## config.mk

```make
export PLATFORM = sky130hd
export DESIGN_NAME = mem_arbiter
export DESIGN_NICKNAME = d
export VERILOG_FILES = /design/src/rtl/cpu_types_pkg.sv /design/src/rtl/mem_arbiter.sv
export SDC_FILE = /design/constraint.sdc
export NUM_CORES = 1
export LEC_CHECK = 0
export BUFFER_PORTS_ARGS = -buffer_cell sky130_fd_sc_hd__buf_2
export CORE_AREA = 3 3 101 103
export DETAILED_ROUTE_END_ITERATION = 8
export DIE_AREA = 0 0 104 106
export GPL_TIMING_DRIVEN = 1
export HOLD_SLACK_MARGIN = 0.12
export PLACE_DENSITY = 0.56
export SETUP_SLACK_MARGIN = 0.15
export SYNTH_ARGS = -nofsm -noshare
export SYNTH_HDL_FRONTEND = slang
export SYNTH_SLANG_ARGS = --single-unit
```

## constraint.sdc

```tcl
create_clock -name CLK -period 2.35 [get_ports CLK]
set_clock_uncertainty 0.1 [all_clocks]
set_input_delay 0.1175 -clock CLK [delete_from_list [all_inputs] [get_ports CLK]]
set_output_delay 0.1175 -clock CLK [all_outputs]
set_load 0.02 [all_outputs]
```

## src/rtl/cpu_types_pkg.sv

```systemverilog
// Shared CPU types: machine word and RAM status.
// Imported by the memory-side blocks.
package cpu_types_pkg;

  typedef logic [31:0] word_t;

  typedef enum logic [1:0] {
    FREE,
    BUSY,
    ACCESS,
    ERROR
  } ramstate_t;

endpackage

```

## src/rtl/mem_arbiter.sv

```systemverilog
// Arbitrates one RAM port between instruction and data sides.
// Data wins ties, bounded by MAX_DSTREAK while an instruction waits.
module mem_arbiter
  import cpu_types_pkg::*;
#(
  parameter int MAX_DSTREAK = 2
) (
  input  logic      CLK,
  input  logic      nRST,
  input  logic      iREN,
  input  word_t     iaddr,
  output logic      iwait,
  output word_t     iload,
  input  logic      dREN,
  input  logic      dWEN,
  input  word_t     daddr,
  input  word_t     dstore,
  output logic      dwait,
  output word_t     dload,
  output logic      ramREN,
  output logic      ramWEN,
  output word_t     ramaddr,
  output word_t     ramstore,
  input  word_t     ramload,
  input  ramstate_t ramstate
);

  localparam int SW = $clog2(MAX_DSTREAK + 1);
  localparam logic [SW-1:0] SMAX = SW'(MAX_DSTREAK);

  typedef enum logic [1:0] {
    IDLE,
    IGRANT,
    DGRANT
  } state_t;

  state_t        state, next_state;
  logic [SW-1:0] streak, next_streak;
  logic          dpend;

  always_ff @(posedge CLK or negedge nRST) begin
    if (!nRST) begin
      state  <= IDLE;
      streak <= '0;
    end else begin
      state  <= next_state;
      streak <= next_streak;
    end
  end

  always_comb begin
    dpend       = dREN | dWEN;
    next_state  = state;
    next_streak = streak;
    ramREN      = 1'b0;
    ramWEN      = 1'b0;
    ramaddr     = '0;
    ramstore    = '0;
    iwait       = iREN;
    dwait       = dpend;
    iload       = ramload;
    dload       = ramload;
    unique case (state)
      IDLE: begin
        if (dpend && (!iREN || streak < SMAX))
          next_state = DGRANT;
        else if (iREN)
          next_state = IGRANT;
      end
      IGRANT: begin
        ramaddr = iaddr;
        ramREN  = 1'b1;
        if (!iREN) begin
          next_state = IDLE;
        end else if (ramstate == ACCESS) begin
          iwait       = 1'b0;
          next_state  = IDLE;
          next_streak = '0;
        end else if (ramstate == ERROR) begin
          next_state = IDLE;
        end
      end
      DGRANT: begin
        ramaddr  = daddr;
        ramstore = dstore;
        ramWEN   = dWEN;
        ramREN   = dREN & ~dWEN;
        if (!dpend) begin
          next_state = IDLE;
        end else if (ramstate == ACCESS) begin
          dwait      = 1'b0;
          next_state = IDLE;
          // streak only matters while an instruction is waiting
          if (!iREN)
            next_streak = '0;
          else if (streak != SMAX)
            next_streak = streak + SW'(1);
        end else if (ramstate == ERROR) begin
          next_state = IDLE;
        end
      end
      default: next_state = IDLE;
    endcase
  end

endmodule

```

==> summary.md <==
| Metric | Value |
|---|---|
| Via density per instance | 4.025 |
| Setup Buffers After CTS | 0 |
| #FFs+latches synth | 4 |
| Routed wl met3 | 513 um |
| Core area | 9284 um^2 |
| Wire per inst | 13.19 um |
| Peak VDD IR | 0.2848 mV |
| CP Buf/Inv Count | 3 |
| Cells after synthesis | 214 |
| CTS clock-pin slew for the worst setup and hold paths | 0.03 ns |
| Setup slack, reg-to-reg | 0.50 ns |
| Unrepaired setup endpoints after global routing | false |
| Synth Area per Inst | 7.250 um^2 |
| Reg2Reg Launch Point | state[1] |
| Post-synthesis sequential area ratio | 0.06452 |
| Wl on met1 | 2.356 mm |
| Top Layer Used | met4 |
| Vias in the first global route | 1,755 |
| Setup TNS | 0 ns |
| First-pass GRT wire length | 8.956 mm |
| # DRC | 0 |
| Static Leak | 1.150 nW |
| IO buf count | 170 |
| Multi-input combinational cell area | 899.6 um^2 |
| CP max FO | 23 |
| 1st-pass router iterations | 5 |
| Worst Hold End | state[1] |
| Routed wl met2 | 2.888 mm |
| CTS H-tree depth | 1 |
| Total congestion overflow | 0 |
| CP delay by family, top | buffers and inverters |
| FF-to-FF path depth | 6 |
| Layout cells sized above 1 | 0.5810 |
| CP Data Required Time | 2.13 ns |
| CTS tree | yes |
| Total GRT Usage | 0.09786 |
| Worst hold stages | 3 |
| CTS root buffer | clkbuf_8 |
| # clock sinks | 4 |
| DP Cell Count | 440 |
| Final HPWL DP | 4.961 mm |
| Die Height | 106 um |
| HP Start | ramstate[1] |
| Fin. max-slew vios | 0 |
| Final ANT Viol Nets | 0 |
| Post-Syn Area | 1551 um^2 |
| Synthesized Nets | 354 |
| Startpoint types | register |
| Synth cell types | 30 |
| Worst skew pair latency | 0.21 ns |
| Power Total | 2.375 mW |
| Max Fclk | 500.9 MHz |
| Largest net degree at the start of global routing | 28 |
| Final Hold Fails | 0 |
| Fin crit period | 1.997 ns |
| Worst min path class | in2reg |
| CP Class | reg2out |
| Status | finished clean |
| Power Density | 1114 nW/um^2 |
| Clock Tree Buf Depth | 2 |
| I/O Pins | 267 |
| Area Overhead vs Synth | 37.34% |
| Worst slew pin tran | 0.4789 ns |
| Register area | 100.1 um^2 |
| Row count | 35 |
| Nets | 457 |
| WHS | 0.1296 ns |
| CP max stage cell | ha_2 |
| Period utilization | 0.8496 |
| GP Congestion | 0.7746 |
| Total Routed Length | 5.856 mm |
| Max Cap Viol | 0 |
| Worst relative slew slack | 0.6762 |
| TritonCTS Buffers | 3 |
| Die Wd | 104 um |
| CP Capture Type | output pin |
| Final setup fails | 0 |
| Fill cells | 1,055 |
| Post-route insts no fill | 444 |
| Critical Path Max Stage Delay | 0.45 ns |
| Number of diodes | 0 |
| Initial antenna violation count | 0 |
| Starting DRT DRC Count | 160 |
| Detailed-route via count | 1,787 |
| Worst path cell trace | inv_1, ha_2, buf_4, nor2b_1, buf_2 |
| Die area | 11,020 um^2 |
| WP data arrival | 1.78 ns |
| R2R Path End | streak[1] |
| Starting Density | 0.1671 |
| Ys Warns | 0 |
==> cell families after synthesis <==
kind of cell / share of synthesized area
muxes: 0.006452
DFF: 0.06452
and+or+nand+nor: 0.3105
AOI/OAI and AO/OA: 0.2129
adders and majority gates: 0.04032
buffers and inverters: 0.3653
==> metal layers <==
metal  GRT usage  vias to the layer above
li1            -                      858
met1      0.1196                      824
met2      0.1625                       85
met3     0.03339                       20
met4     0.02944                        0
met5           0                        -
==> worst min-delay path, cell delays in order <==
cell and delay (ns):
buf_2 0.09, a21o_1 0.11, o31ai_1 0.07
==> Yosys cell counts, drive strengths merged <==
library cell | instances | area, um^2
buf | 73 | 525.5
nor2b | 34 | 212.7
and2 | 33 | 207.7
a22oi | 32 | 240.2
clkbuf | 6 | 22.52
ha | 5 | 62.56
inv | 5 | 18.77
dfrtp | 4 | 100.1
nand2 | 2 | 7.510
nand2b | 2 | 12.51
a21boi | 1 | 7.510
a21o | 1 | 7.510
a21oi | 1 | 5.000
a221oi | 1 | 8.760
a2bb2oi | 1 | 8.760
a32oi | 1 | 8.760
and3b | 1 | 10.01
mux2i | 1 | 10.01
nand4b | 1 | 8.760
nor2 | 1 | 3.750
nor4b | 1 | 8.760
o21a | 1 | 7.510
o21ai | 1 | 5.000
o22ai | 1 | 6.260
o2bb2ai | 1 | 8.760
o311ai | 1 | 8.760
o31ai | 1 | 7.510
or4b | 1 | 10.01
==> per-stage QoR <==
stage                     utilization  setup slack (ns)  instance area [um^2]
after detailed placement       0.2222            0.3682                  2063
final                          0.2295            0.3534                  2131
after global placement         0.2222            0.4292                  2063
after global routing           0.2295            0.1888                  2131
after CTS                      0.2288            0.2202                  2125
after floorplan                     -            0.6925                  1551
==> placed cells by master, fill, tap and decap left out, types with 2 or more instances in the layout <==
master	netlist	final
inv_1	5	5
nor2b_1	34	34
and2_1	32	32
nand2_1	2	2
buf_2	9	170
nand2b_1	2	2
ha_1	5	3
buf_4	64	5
dfrtp_1	4	4
clkbuf_8	0	3
a22oi_1	32	32
==> how the worst max path moves through the flow <==
stage,to,slack (ns),startpoint,cells past startpoint
after floorplan,dwait,0.69,state[0],6
after global placement,ramaddr[20],0.43,state[0],6
final,ramaddr[6],0.35,state[1],5
after CTS,ramaddr[6],0.22,state[1],5
after global routing,ramaddr[8],0.19,state[1],5
after detailed placement,ramaddr[6],0.37,state[0],6
==> report_power, final <==
group	internal, mW	switching (mW)
combinational	0.864	1.25
sequential	0.0977	0.0283
clock	0.109	0.0297
==> final cells by class <==
type	instances	share of cell area
timing repair buffer	177	0.4269
tap	129	0.07575
inverter	5	0.008808
clock buffer	3	0.01938
sequential	4	0.04698
multi-input combinational	126	0.4222
==> flip-flops by register name, summed over array words and instances, names as in the netlist <==
| name | count |
|---|---|
| streak | 2 |
| state | 2 |
==> timing repair <==
| item | in CTS | in global routing |
|---|---|---|
| resized for setup | 1 | 2 |
| hold buffers | 1 | 0 |
| endpoints found under the hold margin | 4 | 0 |
| setup endpoints to repair | 2 | 16 |
Note: power is estimated with default switching activity, not from simulation.
